`src/rtl/cpu_pkg.sv`:
```
// Shared types and widths for the CPU run controller.
package cpu_pkg;

  localparam int PC_W  = 11;  // program counter width
  localparam int SEL_W = 2;   // program-select width (programs 0..2)
  localparam int CNT_W = 32;  // execution-cycle counter width

  localparam logic [SEL_W-1:0] LAST_PROG = 2'd2;

  typedef enum logic [1:0] {
    ST_ARM  = 2'd0,
    ST_RUN  = 2'd1,
    ST_DONE = 2'd2
  } run_state_e;

  // Rotate through programs 0 -> 1 -> 2 -> 0.
  function automatic logic [SEL_W-1:0] next_prog(input logic [SEL_W-1:0] sel);
    return (sel == LAST_PROG) ? '0 : sel + 2'd1;
  endfunction

endpackage

```
`src/rtl/cycle_counter.sv`:
```
// Execution-cycle counter: clears on request, counts while enabled,
// holds its value otherwise, and flags the last budgeted cycle.
module cycle_counter
  import cpu_pkg::*;
#(
  parameter logic [31:0] MAX_CYCLES = 32'd100000
) (
  input  logic             i_clk,
  input  logic             i_reset,
  input  logic             i_clr,
  input  logic             i_en,
  output logic [CNT_W-1:0] o_count,
  output logic             o_tc
);

  logic [CNT_W-1:0] r_count;

  // Count register: reset/clear to zero, increment when enabled, else freeze.
  // NOTE: sequential state uses non-blocking assignments so every flop samples
  // pre-edge values regardless of statement order.
  always_ff @(posedge i_clk) begin
    if (i_reset || i_clr) begin
      r_count <= '0;
    end else if (i_en) begin
      r_count <= r_count + CNT_W'(1);
    end
  end

  // Terminal count: this enabled cycle is the last one the budget allows.
  assign o_tc    = (r_count == (MAX_CYCLES - 32'd1));
  assign o_count = r_count;

endmodule

```
`src/rtl/run_ctrl.sv`:
```
// Run controller: arms the PC at a program entry, enables execution, counts
// RUN cycles and raises Ack on halt or budget exhaustion. Programs rotate 0/1/2.
module run_ctrl #(
  parameter int                PC_W       = cpu_pkg::PC_W,
  parameter logic [PC_W-1:0]   ENTRY0     = '0,
  parameter logic [PC_W-1:0]   ENTRY1     = '0,
  parameter logic [PC_W-1:0]   ENTRY2     = '0,
  parameter logic [31:0]       MAX_CYCLES = 32'd100000
) (
  input  logic                        Clk,
  input  logic                        Reset,
  input  logic                        Start,
  input  logic                        Halt,
  output logic                        PcInit,
  output logic [PC_W-1:0]             PcInitAddr,
  output logic                        RunEn,
  output logic                        Ack,
  output logic [cpu_pkg::SEL_W-1:0]   ProgSel,
  output logic [cpu_pkg::CNT_W-1:0]   CycleCount,
  output logic                        TimedOut
);

  import cpu_pkg::*;

  run_state_e       r_state;
  run_state_e       w_next_state;
  logic [SEL_W-1:0] r_prog_sel;
  logic             r_timed_out;
  logic             w_running;
  logic             w_rearm;
  logic             w_tc;

  assign w_running = (r_state == ST_RUN);
  assign w_rearm   = (r_state == ST_DONE) && Start;

  cycle_counter #(
    .MAX_CYCLES (MAX_CYCLES)
  ) u_cycle_counter (
    .i_clk   (Clk),
    .i_reset (Reset),
    .i_clr   (w_rearm),
    .i_en    (w_running),
    .o_count (CycleCount),
    .o_tc    (w_tc)
  );

  // State register.
  always_ff @(posedge Clk) begin
    if (Reset) begin
      r_state <= ST_ARM;
    end else begin
      r_state <= w_next_state;
    end
  end

  // Next-state logic: Start holds ARM, halt beats budget in RUN, Start re-arms from DONE.
  // NOTE: default assigned first so no path leaves the output unassigned (no latch).
  always_comb begin
    w_next_state = r_state;
    unique case (r_state)
      ST_ARM:  if (!Start)          w_next_state = ST_RUN;
      ST_RUN:  if (Halt || w_tc)    w_next_state = ST_DONE;
      ST_DONE: if (Start)           w_next_state = ST_ARM;
      default:                      w_next_state = ST_ARM;
    endcase
  end

  // Program select and timeout flag: advance/clear on re-arm, flag budget-only endings.
  always_ff @(posedge Clk) begin
    if (Reset) begin
      r_prog_sel  <= '0;
      r_timed_out <= 1'b0;
    end else if (w_rearm) begin
      r_prog_sel  <= next_prog(r_prog_sel);
      r_timed_out <= 1'b0;
    end else if (w_running && !Halt && w_tc) begin
      r_timed_out <= 1'b1;
    end
  end

  // Moore outputs and entry-address mux.
  always_comb begin
    PcInit     = (r_state == ST_ARM);
    RunEn      = (r_state == ST_RUN);
    Ack        = (r_state == ST_DONE);
    PcInitAddr = ENTRY2;
    case (r_prog_sel)
      2'd0:    PcInitAddr = ENTRY0;
      2'd1:    PcInitAddr = ENTRY1;
      default: PcInitAddr = ENTRY2;
    endcase
  end

  assign ProgSel  = r_prog_sel;
  assign TimedOut = r_timed_out;

endmodule

```
`config.mk`:
```
export PLATFORM = sky130hd
export DESIGN_NAME = run_ctrl
export DESIGN_NICKNAME = d
export VERILOG_FILES = /design/src/rtl/cpu_pkg.sv /design/src/rtl/cycle_counter.sv /design/src/rtl/run_ctrl.sv
export SDC_FILE = /design/constraint.sdc
export NUM_CORES = 1
export LEC_CHECK = 0
export ABC_AREA = 0
export ABC_CLOCK_PERIOD_IN_PS = 2500
export CORE_MARGIN = 2
export CORE_UTILIZATION = 40
export DETAILED_ROUTE_END_ITERATION = 8
export HOLD_SLACK_MARGIN = 0.02
export PLACE_DENSITY = 0.74
export RECOVER_POWER = 100
export SETUP_SLACK_MARGIN = 0.3
export SLEW_MARGIN = 40
export SYNTH_ARGS = -nofsm -noshare
export SYNTH_HDL_FRONTEND = slang
export SYNTH_HIERARCHICAL = 1
export SYNTH_SLANG_ARGS = --single-unit
```
`constraint.sdc`:
```
create_clock -name Clk -period 2.5 [get_ports Clk]
set_input_delay 0.75 -clock Clk [delete_from_list [all_inputs] [get_ports Clk]]
set_output_delay 0.75 -clock Clk [all_outputs]
set_load 0.02 [all_outputs]
```
==> flow_summary_export.csv, run 1 <==
group,metric,value,unit
critical_path,max_stage_delay,0.60,ns
global_route,grt.total_usage,18.1,%
place,place_congestion,0.823,
synth,ys_warn_count,6,
clocking,holdBufCountCts,0,
worst_hold_path,hold_path.class,"reg2reg",
critical_path,path_max_fanout,8,
clocking,cts_tree,"yes",
critical_path,crit_path_end_kind,"flop",
die,rows,25,
synth,synth_area_leaders,"dfxtp_1, or4_1, a21oi_1",
place,io_buffers,41,
critical_path,path_class,"reg2reg",
power_and_ir_drop,ir_worst_vdd,0.000276,V
routing,routed_wl,4840,µm
routing,wire_per_inst,14.3,µm
critical_path,reg2reg_setup_slack,0.25,ns
synth,synth_flop_cell,"dfxtp_1",
finish,design_area,2480,µm²
timing,fin_tns_setup,0,ns
die,core-area,4660,µm²
critical_path,ff2ff_path_depth,7,
timing,worstMarginPinSlew,0.623,ns
timing,fin_skew,0.00438,ns
critical_path,arrival,2.47,ns
timing,maxSlewViolCount,0,
routing,vias,1902,
global_route,antenna_found_initial,0,
clocking,cts_max_level,2,
routing,vias_per_cell,5.63,
global_route,gr-total-overflow,0,
critical_path,cp_cell_sequence,"and2b_1 -> nand4_1 -> or4_4 -> buf_6 -> buf_4 -> or3_1 -> a21oi_1",
power_and_ir_drop,power_density,438,nW/µm²
clocking,cts_buffers,5,
global_route,grt_pass1_wl,7640,µm
clocking,clk_pin_slew,0.07,ns
power_and_ir_drop,power.leakage,0.874,nW
critical_path,crit_slowest_cell,"or4_4",
synth,ys_seq_elements,37,
die,start_util,41.0,%
global_route,grt.busiest_layer,"met2",
die,dieArea,5350,µm²
timing,hold_slack,0.487,ns
routing,drt-initial-drc-count,97,
die,die_x,73.1,µm
clocking,clockBufferDepth,2,
job,cap_violations,0,
finish,areaGrowthSynthToFinish,29.6,%
synth,async_flop_share,0,%
critical_path,crit_start,"r_state[1]",
synth,yosysTopAreaCell,"dfxtp_1",
timing,slew_headroom,58.5,%
synth,synth-seq-area-share,38.7,%
timing,rsz0062_at_grt,"yes",
critical_path,reg2reg_from,"r_state[1]",
synth,syn-cell-area,1910,µm²
critical_path,worst_setup_path_start_kind,"flop",
global_route,use_met3,5.11,%
critical_path,r2r_end,"u_cycle_counter/o_count[15]",
die,die_height,73.1,µm
status,status,"completed",
synth,avgSynthCellArea,8.31,µm²
critical_path,worstSetupEndpoint,"u_cycle_counter/o_count[15]",
die,pin_count,53,
place,post-dp-hpwl,3240,µm
clocking,clock_latency,0.29,ns
synth,synth_edf_count,0,
synth,syn_inst,230,
routing,first_pass_iters,4,
timing,finalSetupViolCount,0,
routing,route.detailed.drc,0,
global_route,use_met1,24.5,%
synth,synth_top_area_share,38.7,%
place,dpl_cell_area,2350,µm²
finish,drive_gt1_share,11.6,%
finish,num_antenna_cells,0,
global_route,grt_pass1_vias,1657,
timing,min_period_over_period,90.1,%
global_route,met2_usage,27.1,%
clocking,clock-sinks,37,
timing,post-route-min-period,2.25,ns
routing,drtAntennaViolNets,0,
synth,ys_types,36,
finish,finalNetCount,288,
critical_path,crit_required,2.72,ns
global_route,grt_max_degree,32,
timing,finalHoldViolCount,0,
clocking,root_buffer,"clkbuf_8",
timing,clock.fmax,444,MHz
sequential cells by signal, summed over array words and instances, names as in the netlist:
signal                   count
TimedOut                     1
ProgSel                      2
r_state                      2
u_cycle_counter/o_count     32
cell type report:
| cell class | count | area, µm² |
|---|---|---|
| flip-flops and latches | 37 | 742 |
| multi-input cells | 177 | 1070 |
| fillers | 437 | 2180 |
| inverters | 5 | 18.8 |
| clock buffers | 6 | 72.6 |
| clock inverters | 2 | 10.0 |
| well taps | 54 | 67.6 |
| repair buffers | 57 | 495 |
cells in the mapped netlist, types with 2 or more instances:
| cell | n |
|---|---|
| dfxtp_1 | 37 |
| a21oi_1 | 24 |
| nor2_1 | 17 |
| or4_1 | 17 |
| nand2_1 | 14 |
| nand4_1 | 13 |
| o31ai_1 | 13 |
| buf_4 | 11 |
| o21ai_0 | 9 |
| or3_1 | 9 |
| nand3_1 | 8 |
| clkbuf_1 | 7 |
| xnor2_1 | 7 |
| nor4_1 | 6 |
| inv_1 | 5 |
| nor3_1 | 5 |
| xor2_1 | 4 |
| and4_1 | 3 |
| and3_1 | 2 |
| buf_2 | 2 |
| nor4b_1 | 2 |
metal layers:
layer  vias up  part of all wire, %  routed length, µm
met1       890                   45               2190
li1        944                    -                  -
met3         8                  6.0                290
met4         0                  1.5                 75
met5         -                    0                  0
met2        60                   47               2280
power by group:
group / switching (mW) / total (mW) / internal [mW] / leakage (nW)
clock network: 0.214 / 0.408 / 0.193 / 0.0450
registers: 0.00676 / 0.601 / 0.594 / 0.299
logic: 0.0488 / 0.0758 / 0.0270 / 0.531
worst max-delay path, delay by kind of cell, from the launching register on:
kind / cells / cell delay [ns]
AND/OR/NAND/NOR: 4 / 1.40
buffers and inverters: 2 / 0.29
flip-flops: 1 / 0.35
AO/OA/AOI/OAI: 1 / 0.14
how the worst min path moves through the flow:
stage,from,end,cells after the start
2_1_floorplan,r_state[1],r_state[0],1
3_3_place_gp,ProgSel[0],ProgSel[0],2
3_5_place_dp,ProgSel[0],ProgSel[0],2
4_1_cts,ProgSel[0],ProgSel[0],2
5_1_grt,ProgSel[0],ProgSel[0],2
6_report,ProgSel[0],ProgSel[0],2
logic make-up after synthesis:
family / after synthesis / synth area share, %
AOI/OAI and AO/OA: 48 / 14.7
xor gates and xnor gates: 11 / 5.04
adders and majority gates: 1 / 0.654
buffers and inverters: 26 / 7.79
DFF: 37 / 38.7
muxes: 1 / 0.524
other: 1 / 0.196
and+or+nand+nor: 105 / 32.4
stage by stage:
| stage | instances | setup WS (ns) | util [%] | total power, mW |
|---|---|---|---|---|
| 5_1_grt | 338 | 0.128 | 53.2 | 1.13 |
| 6_report | 338 | 0.247 | 53.2 | 1.08 |
| 4_1_cts | 328 | 0.307 | 52.2 | 1.09 |
| 2_1_floorplan | 240 | 0.296 | - | 0.680 |
| 3_5_place_dp | 320 | 0.176 | 50.3 | 0.691 |
| 3_3_place_gp | 320 | 0.218 | 50.3 | 0.689 |
timing repair:
action / CTS / global route
setup endpoints to repair: 11 / 11
resized for setup: 6 / 18
endpoints found under the hold margin: 0 / 0
buffers inserted: 0 / 10
pin swaps: 0 / 2
cells in the final DEF (no fill, tap or decap), types with 5 or more instances in the layout:
master / n
clkbuf_8: 5
nand2_1: 14
conb_1: 11
nand4_1: 13
buf_4: 14
xnor2_1: 7
a21oi_1: 22
nor3_1: 5
inv_1: 5
or3_1: 9
dfxtp_1: 36
nand3_1: 8
clkdlybuf4s50_1: 8
or4_1: 14
nor4_1: 6
o31ai_1: 12
nor2_1: 17
clkbuf_1: 7
o21ai_0: 9
dlygate4sd3_1: 23
(Power assumes the default switching activity.)
==> run 2, diff against run 1 <==
--- a/config.mk
+++ b/config.mk
@@ -5,13 +5,13 @@
 export SDC_FILE = /design/constraint.sdc
 export NUM_CORES = 1
 export LEC_CHECK = 0
-export ABC_AREA = 0
+export ABC_AREA = 1
 export ABC_CLOCK_PERIOD_IN_PS = 2500
 export CORE_MARGIN = 2
 export CORE_UTILIZATION = 40
 export DETAILED_ROUTE_END_ITERATION = 8
 export HOLD_SLACK_MARGIN = 0.02
-export PLACE_DENSITY = 0.74
+export PLACE_DENSITY = 0.71
 export RECOVER_POWER = 100
 export SETUP_SLACK_MARGIN = 0.3
 export SLEW_MARGIN = 40
==> flow_summary_export.csv, run 2 <==
group,metric,value,unit
status,status,"completed",
place,io_buffers,41,
finish,drive_gt1_share,12.6,%
die,dieArea,6250,µm²
global_route,grt_max_degree,25,
finish,largest_register_ffs,32,
synth,yosys.area_share.simple,46.0,%
global_route,grt_pass1_wl,8820,µm
critical_path,crit_path_end_kind,"output pin",
timing,clock.fmax,452,MHz
clocking,holdBufCountCts,0,
critical_path,worst_path_dominant_cell_family,"buffers and inverters",
synth,synth_top_family_by_area,"simple AND/OR/NAND/NOR gates",
clocking,clk_pin_slew,0.07,ns
routing,routed_wl,5320,µm
synth,async_flop_share,0,%
synth,synth_compound_area_share,7.39,%
timing,finalHoldViolCount,0,
clocking,cts_setup_buffers,0,
die,die_x,79.0,µm
routing,drtAntennaViolNets,0,
clocking,root_buffer,"clkbuf_8",
finish,design_area,2740,µm²
place,post-dp-hpwl,3980,µm
finish,final_common_cell,"nand2_1",
routing,wire_per_inst,11.7,µm
clocking,cts_max_level,2,
clocking,cts_resized,2,
synth,synth-seq-area-share,32.9,%
critical_path,reg2reg_setup_slack,0.79,ns
global_route,gr-total-overflow,0,
synth,yosys-mux-area-fraction,0,%
power_and_ir_drop,power_density,419,nW/µm²
synth,synth_area_leaders,"dfxtp_1, nand2_1, nor2_1",
finish,finalNetCount,386,
global_route,grt_pass1_vias,1906,
die,pin_count,53,
critical_path,path_class,"reg2out",
synth,yosys.area_share.adder,0.556,%
finish,stdcell_count,454,
die,start_util,41.2,%
synth,ys_top_cells_by_count,"nand2_1, nor2_1, inv_1",
place,place_congestion,0.846,
timing,rsz0062_at_grt,"no",
power_and_ir_drop,power.leakage,1.27,nW
routing,route.detailed.drc,0,
power_and_ir_drop,ir_worst_vdd,0.000213,V
routing,vias_per_cell,4.79,
die,core-area,5470,µm²
clocking,clockBufferDepth,2,
timing,fin_tns_setup,0,ns
power_and_ir_drop,finalPower,1.15,mW
routing,drt-initial-drc-count,138,
clocking,cts_tree,"yes",
routing,vias,2175,
routing,first_pass_iters,4,
clocking,clock_latency,0.29,ns
clocking,clock-sinks,37,
critical_path,crit_slowest_cell,"dlygate4sd3_1",
critical_path,cp_cell_sequence,"dlygate4sd3_1",
synth,synth_top_area_share,32.9,%
synth,ys_seq_elements,37,
synth,yosysMostFrequentCell,"nand2_1",
place,dp_cells,446,
finish,num_antenna_cells,0,
clocking,cts_buffers,5,
critical_path,arrival,1.46,ns
synth,syn_inst,336,
synth,avgSynthCellArea,6.70,µm²
critical_path,max_stage_delay,0.71,ns
die,rows,27,
finish,areaGrowthSynthToFinish,21.8,%
worst_hold_path,hold_path.class,"reg2reg",
critical_path,path_max_fanout,6,
synth,syn-cell-area,2250,µm²
synth,ys_warn_count,6,
synth,synth_xor_area_share,0.389,%
global_route,antenna_found_initial,0,
synth,synth_edf_count,0,
global_route,grt.total_usage,18.0,%
synth,ys_types,30,
die,die_height,79.0,µm
finish,layout_common_cells,"nand2_1, nor2_1, inv_1",
timing,min_period_over_period,88.5,%
timing,post-route-min-period,2.21,ns
timing,maxSlewViolCount,0,
critical_path,crit_required,1.75,ns
critical_path,worst_setup_path_start_kind,"flop",
timing,fin_skew,0.00590,ns
synth,synth_flop_cell,"dfxtp_1",
timing,finalSetupViolCount,0,
critical_path,path_buf_inv,1,
place,dpl_cell_area,2710,µm²
job,cap_violations,0,
synth,yosysTopAreaCell,"dfxtp_1",
[run 2: path summary, 6_finish.rpt]
path / start / endpoint / cells after the start
setup / recovery: u_cycle_counter/o_count[20] / CycleCount[20] / 1
hold / removal: TimedOut / TimedOut / 2
setup reg to reg: r_state[0] / u_cycle_counter/o_count[27] / 10
hold reg to reg: TimedOut / TimedOut / 2
[run 2: cells by family (layout without fill, tap and decap cells)]
kind of cell,after synthesis,in the layout
other cells,1,11
compound gates,31,31
fa+ha+maj,1,1
flops,37,37
buf+inv,62,98
simple gates,203,203
xor+xnor,1,1
[run 2: area by class of cell]
cell class / count / area (µm²)
sequential: 37 / 741
multi-input combinational: 247 / 1260
tap: 72 / 90.1
clock inverter: 1 / 5.00
timing repair buffer: 43 / 379
clock buffer: 7 / 96.3
fill: 589 / 2730
inverter: 47 / 176
[run 2: power by group]
part	switching (mW)	leakage (nW)	internal (mW)
clock	0.219	0.0542	0.249
combinational	0.0590	0.917	0.0257
sequential	0.00423	0.298	0.594
total	0.282	1.27	0.869
[run 2: metrics by stage]
step / utilization (%) / hold WS, ns / setup WS (ns)
finish: 50.1 / 0.482 / 0.288
global route: 50.1 / 0.540 / 0.254
CTS: 51.3 / 0.492 / 0.300
detailed placement: 49.5 / 0.464 / 0.267
global placement: 49.5 / 0.463 / 0.306
floorplan: - / 0.559 / 0.865
[run 2: per-layer routing]
layer	GRT usage (%)	vias up	wire, µm
li1	-	1130	-
met1	22.0	973	2330
met2	30.0	66	2500
met3	5.11	6	401
met4	6.72	0	86
met5	0	-	0
